$ cat src/rtl/clk_sched_pkg.sv
// Shared types and constants for the clock-enable scheduler.
// Holds the FSM state encoding, default divisors and the divisor validity check.
package clk_sched_pkg;

    localparam int unsigned SCHED_NUM_CH = 3;
    localparam int unsigned SCHED_DIV_W  = 8;
    localparam int unsigned CFG_MAX_W    = 256;

    localparam logic [SCHED_NUM_CH*SCHED_DIV_W-1:0] SCHED_DEF_DIV = {8'd4, 8'd2, 8'd1};

    typedef enum logic [1:0] {
        IDLE,
        RUN,
        PEND
    } sched_state_t;

    // True when every one of num_ch packed divisors (div_w bits each) is nonzero.
    function automatic logic div_valid(input logic [CFG_MAX_W-1:0] divs,
                                       input int unsigned num_ch,
                                       input int unsigned div_w);
        logic                 ok;
        logic [CFG_MAX_W-1:0] mask;
        ok   = 1'b1;
        mask = '1;
        mask = ~(mask << div_w);
        for (int unsigned i = 0; i < num_ch; i++) begin
            ok = ok & (|((divs >> (i * div_w)) & mask));
        end
        return ok;
    endfunction

endpackage

$ cat src/rtl/clk_div_channel.sv
// One divided channel: wrap counter, clock-enable strobe and 50% toggle output.
// The divisor register lives here and is reloaded at common wrap points or in IDLE.
module clk_div_channel
    import clk_sched_pkg::*;
#(
    parameter int unsigned      DIV_W = SCHED_DIV_W,
    parameter logic [DIV_W-1:0] DEF   = 1
) (
    input  logic             clk,
    input  logic             rst_n,
    input  logic             run,
    input  logic             clear,
    input  logic             load,
    input  logic [DIV_W-1:0] load_div,
    output logic             ce,
    output logic             div_clk
);

    logic [DIV_W-1:0] div;
    logic [DIV_W-1:0] cnt;

    assign ce = run && (cnt == div - DIV_W'(1));

    always_ff @(posedge clk or negedge rst_n) begin
        if (!rst_n) begin
            div     <= DEF;
            cnt     <= '0;
            div_clk <= 1'b0;
        end else begin
            if (load) begin
                div <= load_div;
            end
            if (clear) begin
                cnt     <= '0;
                div_clk <= 1'b0;
            end else if (run) begin
                cnt <= (ce || load) ? '0 : cnt + DIV_W'(1);
                if (ce) begin
                    div_clk <= ~div_clk;
                end
            end
        end
    end

endmodule

$ cat src/rtl/clk_enable_scheduler.sv
// Phase-locked clock-enable generator with run-time divisor reprogramming.
// New divisors take effect only on a common wrap (sync) or while idle.
module clk_enable_scheduler
    import clk_sched_pkg::*;
#(
    parameter int unsigned                NUM_CH  = SCHED_NUM_CH,
    parameter int unsigned                DIV_W   = SCHED_DIV_W,
    parameter logic [NUM_CH*DIV_W-1:0]    DEF_DIV = SCHED_DEF_DIV
) (
    input  logic                    clk,
    input  logic                    rst_n,
    input  logic                    en,
    input  logic                    cfg_req,
    input  logic [NUM_CH*DIV_W-1:0] cfg_div,
    output logic                    cfg_ack,
    output logic                    cfg_err,
    output logic                    busy,
    output logic [NUM_CH-1:0]       ce,
    output logic [NUM_CH-1:0]       div_clk,
    output logic                    sync
);

    localparam int unsigned CFG_W = NUM_CH * DIV_W;

    sched_state_t         state, state_nxt;
    logic [CFG_W-1:0]     shadow, shadow_nxt, load_div;
    logic [CFG_MAX_W-1:0] cfg_ext;
    logic                 ack_seen, ack_seen_nxt;
    logic                 ack_nxt, err_nxt, busy_nxt;
    logic                 cfg_ok, req_ok, load, clear, run;

    always_comb begin
        cfg_ext            = '0;
        cfg_ext[CFG_W-1:0] = cfg_div;
    end

    assign cfg_ok = div_valid(cfg_ext, NUM_CH, DIV_W);
    // ack_seen blocks a request still held high after its own ack.
    assign req_ok = cfg_req && !ack_seen && !busy;
    assign run    = (state != IDLE);
    assign clear  = (state == IDLE) || !en;
    assign sync   = &ce;

    always_comb begin
        state_nxt  = state;
        shadow_nxt = shadow;
        busy_nxt   = busy;
        ack_nxt    = 1'b0;
        err_nxt    = 1'b0;
        load       = 1'b0;
        load_div   = shadow;
        case (state)
            IDLE: begin
                if (req_ok) begin
                    ack_nxt  = 1'b1;
                    err_nxt  = !cfg_ok;
                    load     = cfg_ok;
                    load_div = cfg_div;
                end
                if (en) begin
                    state_nxt = RUN;
                end
            end
            RUN: begin
                if (!en) begin
                    state_nxt = IDLE;
                end else if (req_ok) begin
                    if (cfg_ok) begin
                        state_nxt  = PEND;
                        shadow_nxt = cfg_div;
                        busy_nxt   = 1'b1;
                    end else begin
                        ack_nxt = 1'b1;
                        err_nxt = 1'b1;
                    end
                end
            end
            PEND: begin
                // Dropping en still applies the shadow, so the ack is never lost.
                if (!en || sync) begin
                    state_nxt = en ? RUN : IDLE;
                    load      = 1'b1;
                    ack_nxt   = 1'b1;
                    busy_nxt  = 1'b0;
                end
            end
            default: state_nxt = IDLE;
        endcase
        ack_seen_nxt = ack_nxt | (ack_seen & cfg_req);
    end

    always_ff @(posedge clk or negedge rst_n) begin
        if (!rst_n) begin
            state    <= IDLE;
            shadow   <= '0;
            ack_seen <= 1'b0;
            cfg_ack  <= 1'b0;
            cfg_err  <= 1'b0;
            busy     <= 1'b0;
        end else begin
            state    <= state_nxt;
            shadow   <= shadow_nxt;
            ack_seen <= ack_seen_nxt;
            cfg_ack  <= ack_nxt;
            cfg_err  <= err_nxt;
            busy     <= busy_nxt;
        end
    end

    for (genvar i = 0; i < NUM_CH; i++) begin : g_ch
        clk_div_channel #(
            .DIV_W (DIV_W),
            .DEF   (DEF_DIV[i*DIV_W +: DIV_W])
        ) u_ch (
            .clk      (clk),
            .rst_n    (rst_n),
            .run      (run),
            .clear    (clear),
            .load     (load),
            .load_div (load_div[i*DIV_W +: DIV_W]),
            .ce       (ce[i]),
            .div_clk  (div_clk[i])
        );
    end

endmodule
$ cat config.mk
export PLATFORM = sky130hd
export DESIGN_NAME = clk_enable_scheduler
export DESIGN_NICKNAME = d
export VERILOG_FILES = /design/src/rtl/clk_sched_pkg.sv /design/src/rtl/clk_div_channel.sv /design/src/rtl/clk_enable_scheduler.sv
export SDC_FILE = /design/constraint.sdc
export NUM_CORES = 1
export LEC_CHECK = 0
export CAP_MARGIN = 20
export CORE_AREA = 2 2 81 98
export CTS_CLUSTER_SIZE = 30
export DETAILED_ROUTE_END_ITERATION = 8
export DIE_AREA = 0 0 83 100
export HOLD_SLACK_MARGIN = 0.03
export PLACE_DENSITY = 0.8
export SYNTH_ARGS = -nofsm -noshare
export SYNTH_HDL_FRONTEND = slang
export SYNTH_SLANG_ARGS = --single-unit
$ cat constraint.sdc
create_clock -name clk -period 4.11 [get_ports clk]
set_input_delay 0.411 -clock clk [delete_from_list [all_inputs] [get_ports clk]]
set_output_delay 0.411 -clock clk [all_outputs]
set_load 0.01 [all_outputs]
=== Word-level counts from Yosys, hierarchy flattened ===
Cells that the tools add are included.

* Div/mod/pow operators: 0
* $lt $le $gt $ge: 0
* $add $sub $neg: 6
* Muxes and demuxes: 42
* Reductions and logical operators: 31
* Shifts and indexed selects: 0
* Multipliers: 0
* Equality and inequality tests: 12
* Bitwise operators: 7

{| class="wikitable"
|+ Operators by type and width
! operator !! number
|-
| $mux W8 || 9
|-
| $mux W24 || 2
|-
| $add A8 B1 Y8 const B || 3
|-
| $eq A8 B8 Y1 || 3
|-
| $reduce_or A8 Y1 || 3
|-
| $sub A8 B1 Y8 const B || 3
|-
| $mux W1 || 21
|-
| $reduce_bool A2 Y1 || 6
|-
| $mux W2 || 5
|-
| $ne A2 B2 Y1 const B || 5
|-
| $reduce_and A4 Y1 || 2
|-
| $ne A3 B3 Y1 const B || 2
|-
| $pmux W1 S2 || 3
|-
| $pmux W2 S3 || 1
|-
| $reduce_and A2 Y1 || 3
|-
| $logic_and A1 B1 Y1 || 5
|-
| $logic_or A1 B1 Y1 || 5
|-
| $reduce_and A5 Y1 || 1
|-
| $logic_not A1 Y1 || 4
|-
| $and A1 B1 Y1 || 3
|-
| $not A1 Y1 || 3
|-
| $pmux W1 S3 || 1
|-
| $reduce_and A3 Y1 || 1
|-
| $eq A2 B1 Y1 const B || 1
|-
| other kinds (3) || 3
|}

* Bits in writable memories: 0
* Memories kept: 0
* Word-level logic and storage cells: 113
* Bits in registers: 81
* Input port bits: 28
* Memory bits (read-only): 0
* Bits in latches: 0
* Output and inout port bits: 10

=== Longest topological paths before layout ===
* Depth in word-level cells: 11
* Depth in mapped cells: 11

=== By module ===
Synthesis repeated with hierarchy kept, for this count alone.

* Cells, all modules: 472
* Area, all modules: 4745.8 um^2

{| class="wikitable"
|+ By module, submodules not included
! module !! cells an instance !! area each (um^2) !! instances !! seq. area each (um^2)
|-
| clk_div_channel || 101 || 1033.5 || 3 || 426.7
|-
| clk_enable_scheduler || 169 || 1645.3 || 1 || 750.7
|}

=== Worst setup path after synthesis ===
No wires, ideal clock.

* Kind: register to register
* Start point: register g_ch[1].u_ch.div[0]
* End point: register g_ch[1].u_ch.div[0]
* Period minus slack after synthesis: 2.674 ns
* Slack: 1.436 ns
* Path buffers: 2
* Data arrival time: 2.551 ns
* Required time: 3.987 ns
* Cell stages (with the launch flop): 12
* Cell sequence: dfrtp_1 -> inv_1 -> ha_1 -> or3b_1 -> nor4_1 -> o211ai_1 -> a311oi_4 -> nand4_4 -> o21a_1 -> buf_2 -> buf_6 -> o221a_1

* Cells in the longest elaborated chain, start to end: 7

{| class="wikitable"
|+ RTL lines
! element !! RTL line !! source
|-
| from (decl) || clk_div_channel.sv:19 || <nowiki>logic [DIV_W-1:0] div;</nowiki>
|-
| from (signal assigned) || clk_div_channel.sv:31 || <nowiki>div <= load_div;</nowiki>
|-
| $sub A8 B1 Y8 || clk_div_channel.sv:22 || <nowiki>assign ce = run && (cnt == div - DIV_W'(1));</nowiki>
|-
| $eq A8 B8 Y1 || clk_div_channel.sv:22 ||
|-
| $logic_and A1 B1 Y1 || clk_div_channel.sv:22 ||
|-
| named net g_ch[1].u_ch.ce || clk_div_channel.sv:15 || <nowiki>output logic ce,</nowiki>
|-
| $reduce_and A3 Y1 || clk_enable_scheduler.sv:42 || <nowiki>assign sync = &ce;</nowiki>
|-
| $logic_or A1 B1 Y1 || clk_enable_scheduler.sv:80 || <nowiki>if (!en || sync) begin</nowiki>
|-
| $mux W1 || clk_enable_scheduler.sv:80 ||
|-
| $pmux W1 S2 || clk_enable_scheduler.sv:52 || <nowiki>case (state)</nowiki>
|}

The timed path passes the listed nets, and every way through them passes these cells.
A chain may end at the register's enable or synchronous reset.

=== Final worst setup path ===
* Start point: register g_ch[0].u_ch.div[0]
* End point: output port sync

* Cells in the longest elaborated chain, start to end: 4

{| class="wikitable"
|+ RTL lines
! element !! RTL line !! source
|-
| from (decl) || clk_div_channel.sv:19 ||
|-
| from (signal assigned) || clk_div_channel.sv:31 ||
|-
| $sub A8 B1 Y8 || clk_div_channel.sv:22 ||
|-
| $eq A8 B8 Y1 || clk_div_channel.sv:22 ||
|-
| $logic_and A1 B1 Y1 || clk_div_channel.sv:22 ||
|-
| $reduce_and A3 Y1 || clk_enable_scheduler.sv:42 ||
|-
| to (decl) || clk_enable_scheduler.sv:20 || <nowiki>output logic sync</nowiki>
|}

Every way passes these cells.

==> impl_metrics.env <==
export IMPL_outcome="completed"
export IMPL_wl_per_cell_um=16.9
export IMPL_htree_levels=3
export IMPL_num_vias=3141
export IMPL_viasPerCell=5.96
export IMPL_first_global_vias=3286
export IMPL_drc=0
export IMPL_synth_edff_count=0
export IMPL_syn_to_final_growth_pct=14.6
export IMPL_fillers=574
export IMPL_drt_iter0_drc=191
export IMPL_ys_seq_area_share_pct=47.1
export IMPL_regArea_um2=2030
export IMPL_start_kind="flop"
export IMPL_cap_viol_max_count=0
export IMPL_crit_type="reg -> out"
export IMPL_timing_worst_slew_pin_value_ps=1050
export IMPL_max_freq_mhz=275
export IMPL_fin_skew_ps=10.5
export IMPL_cpMaxStageDelayCell="dfstp_2"
export IMPL_p_comb_share_pct=30.6
export IMPL_cts_sinks=81
export IMPL_die_w_um=83
export IMPL_p_clk_share_pct=21.4
export IMPL_synth_area_um2=4310
export IMPL_crit_top_cell="inv_1"
export IMPL_yosysUniqueCellTypes=50
export IMPL_endpoint_kind="output port"
export IMPL_diodes=0
export IMPL_dr_pass1_iters=4
export IMPL_p_sw_uw=916
export IMPL_cts_setup_buffers=0
export IMPL_finalSetupViolations=0
export IMPL_worstPathCellList="inv_1 -> ha_1 -> xor2_1 -> o21ai_0 -> a2111oi_0 -> o211a_1 -> nand3_1 -> inv_1 -> clkdlybuf4s50_1"
export IMPL_peakVddDrop_uv=333
export IMPL_antenna_found_initial=0
export IMPL_cts_tree="done"
export IMPL_die_h_um=100
export IMPL_dp_hpwl_um=6350
export IMPL_drtAntennaViolNets=0
export IMPL_p_int_uw=1830
export IMPL_routed_wl_um=8890
export IMPL_final_cells=527
export IMPL_crit_required_ps=3700
export IMPL_grt_usage_pct=23.1
export IMPL_clock_tree_root_cell="clkbuf_8"
export IMPL_path_clk_slew_ps=80
export IMPL_overflow=0
export IMPL_dpl_cell_area_um2=4710
export IMPL_hold_viol_final=0
export IMPL_clock_latency_ps=350
export IMPL_pwr_share_seq_pct=48.1
export IMPL_crit_start="g_ch[0].u_ch.div[0]"
export IMPL_grt_max_degree=82
export IMPL_post_route_period_util_pct=88.6
export IMPL_start_util_pct=57.6
export IMPL_final_max_slew_viol_count=0
export IMPL_nets=465
export IMPL_yosys_warnings=0
export IMPL_rows=35
export IMPL_syn_instance_count=398
export IMPL_cp_max_fo=5
export IMPL_slowest_delay_ps=570
export IMPL_multi_input_area_um2=2110
export IMPL_arrival_ps=3230
export IMPL_place_congestion=0.779
export IMPL_finish_utilization_pct=65.9
export IMPL_port_buffer_count=37
export IMPL_rr_startpoint="g_ch[0].u_ch.div[0]"
export IMPL_avgSynthCellArea_um2=10.8
export IMPL_clock_tree_buffer_depth=2
export IMPL_synthFlopType="dfrtp_1"
export IMPL_async_reset_ff_share_pct=100
export IMPL_dp_cells=510
export IMPL_rsz0062_at_grt="false"
export IMPL_setup_tns_ps=0
export IMPL_finalCriticalPeriod_ps=3640
export IMPL_cts_buffers_inserted=9
export IMPL_design_area_um2=4940
export IMPL_drive_gt1_share_pct=14.9
export IMPL_slew_headroom_pct=30.0
export IMPL_p_sw_share_pct=33.4
export IMPL_ys_ff_latch=81
export IMPL_grt_pass1_wl_um=15600
export IMPL_leakagePower_uw=0.00205
export IMPL_die_area_um2=8300
export IMPL_power_density_nw_per_um2=555
export IMPL_syn_num_nets=432
export IMPL_ios=38
export IMPL_hold_class="in -> async"
export IMPL_core_area_um2=7490
export IMPL_rr_worst_depth=9
-- metrics by stage --
| stage | hold slack (ps) | worst slack, ps | power (µW) |
|---|---|---|---|
| floorplan | 115 | 1440 | 1910 |
| global placement | 468 | 983 | 2120 |
| detailed placement | 477 | 824 | 2170 |
| CTS | 272 | 469 | 2750 |
| global route | 427 | 287 | 2930 |
| finish | 424 | 469 | 2740 |
-- cells by family after synthesis --
group	Yosys count	synth area share, %
multiplexers	24	6.27
XOR/XNOR	45	9.14
adder cells (fa/ha/maj)	6	1.74
buffers and inverters	36	4.06
AO/OA/AOI/OAI	61	13.5
AND/OR/NAND/NOR	145	18.2
flip-flops	81	47.1
-- worst paths after layout --
check,slack (ps),endpoint
worst max register to register,760,g_ch[2].u_ch.div[7]
worst min register to register,490,shadow[23]
max in group asynchronous,3070,g_ch[1].u_ch.div[1]
worst max-delay path,470,sync
min in group clk,490,shadow[23]
worst min-delay path,420,g_ch[0].u_ch.div[3]
-- power by group through the flow --
stage               clock network [µW]  registers (µW)  logic (µW)
floorplan                            0            1250         664
global placement                     0            1320         803
detailed placement                   0            1330         835
CTS                                595            1320         838
global route                       633            1360         937
finish                             586            1320         838
-- worst max-delay path, delay by kind of cell (launching register included) --
family	cells	cell delay, ps
AO/OA/AOI/OAI	3	950
buffers and inverters	3	690
AND/OR/NAND/NOR	1	210
flip-flops	1	570
XOR/XNOR	1	150
adder cells (fa/ha/maj)	1	300
-- cells in the final DEF, fill, tap and decap left out, drive strengths merged, types with 3 or more instances in the layout --
cell type	n
dfrtp	78
clkdlybuf4s50	36
nor2	33
nand3	26
xnor2	24
o221a	24
mux2	24
or2	23
xor2	21
inv	16
nand2	14
clkbuf	12
nor3	11
nor4	10
nand2b	8
nand4	7
and3	6
ha	6
a21oi	5
o21a	5
buf	5
o31a	3
nor3b	3
a21o	3
dfstp	3
-- cell usage after synthesis (2+ instances only) --
cell type | instances | area [µm²]
a2111oi_0 | 2 | 17.5
mux2_2 | 13 | 146
buf_4 | 6 | 45.0
nand3_1 | 26 | 130
nor2_1 | 33 | 124
a21o_1 | 3 | 22.5
dfrtp_1 | 78 | 1950
ha_1 | 6 | 75.1
o211ai_1 | 2 | 15.0
nand4_1 | 6 | 37.5
and3_1 | 6 | 37.5
nor3b_1 | 3 | 22.5
a21oi_1 | 5 | 25.0
mux2_1 | 11 | 124
xnor2_1 | 24 | 210
or2_2 | 22 | 138
clkbuf_1 | 10 | 37.5
nor4_1 | 8 | 50.1
o221a_1 | 24 | 270
nand2b_1 | 8 | 50.1
inv_1 | 16 | 60.1
buf_6 | 2 | 22.5
nand2_1 | 14 | 52.6
o21a_1 | 5 | 37.5
o31a_1 | 3 | 26.3
o211a_1 | 2 | 20.0
dfstp_2 | 3 | 78.8
xor2_1 | 21 | 184
o21bai_1 | 2 | 15.0
buf_2 | 2 | 10.0
nor4_2 | 2 | 25.0
o21ai_0 | 2 | 10.0
nor3_1 | 10 | 50.1
nor2b_1 | 2 | 12.5
-- sequential cells by signal, summed over array words and instances (netlist names) --
signal and count:
g_ch.u_ch.div_clk 3, state 2, shadow 24, g_ch.u_ch.div 24
cfg_err 1, busy 1, cfg_ack 1, ack_seen 1
g_ch.u_ch.cnt 24
-- per-layer routing --
metal,global-route usage [%],vias to the layer above,share of wire (%)
met2,40.2,75,51
met5,0,-,0
met3,4.28,12,4.3
met4,8.83,0,1.5
li1,-,1495,-
met1,28.8,1559,43
-- area by class of cell --
type	instances	share of cell area, %
Multi-Input combinational cell	281	42.7
Sequential cell	81	41.1
Timing Repair Buffer	42	8.66
Clock buffer	12	3.14
Tap cell	92	2.33
Inverter	16	1.22
Clock inverter	3	0.811
-- what timing repair did --
item                      4_1_cts  5_1_grt
hold buffers                    0        1
resized for setup               0        0
hold endpoints to repair        0        8
Power figures use the tool's default switching activity.
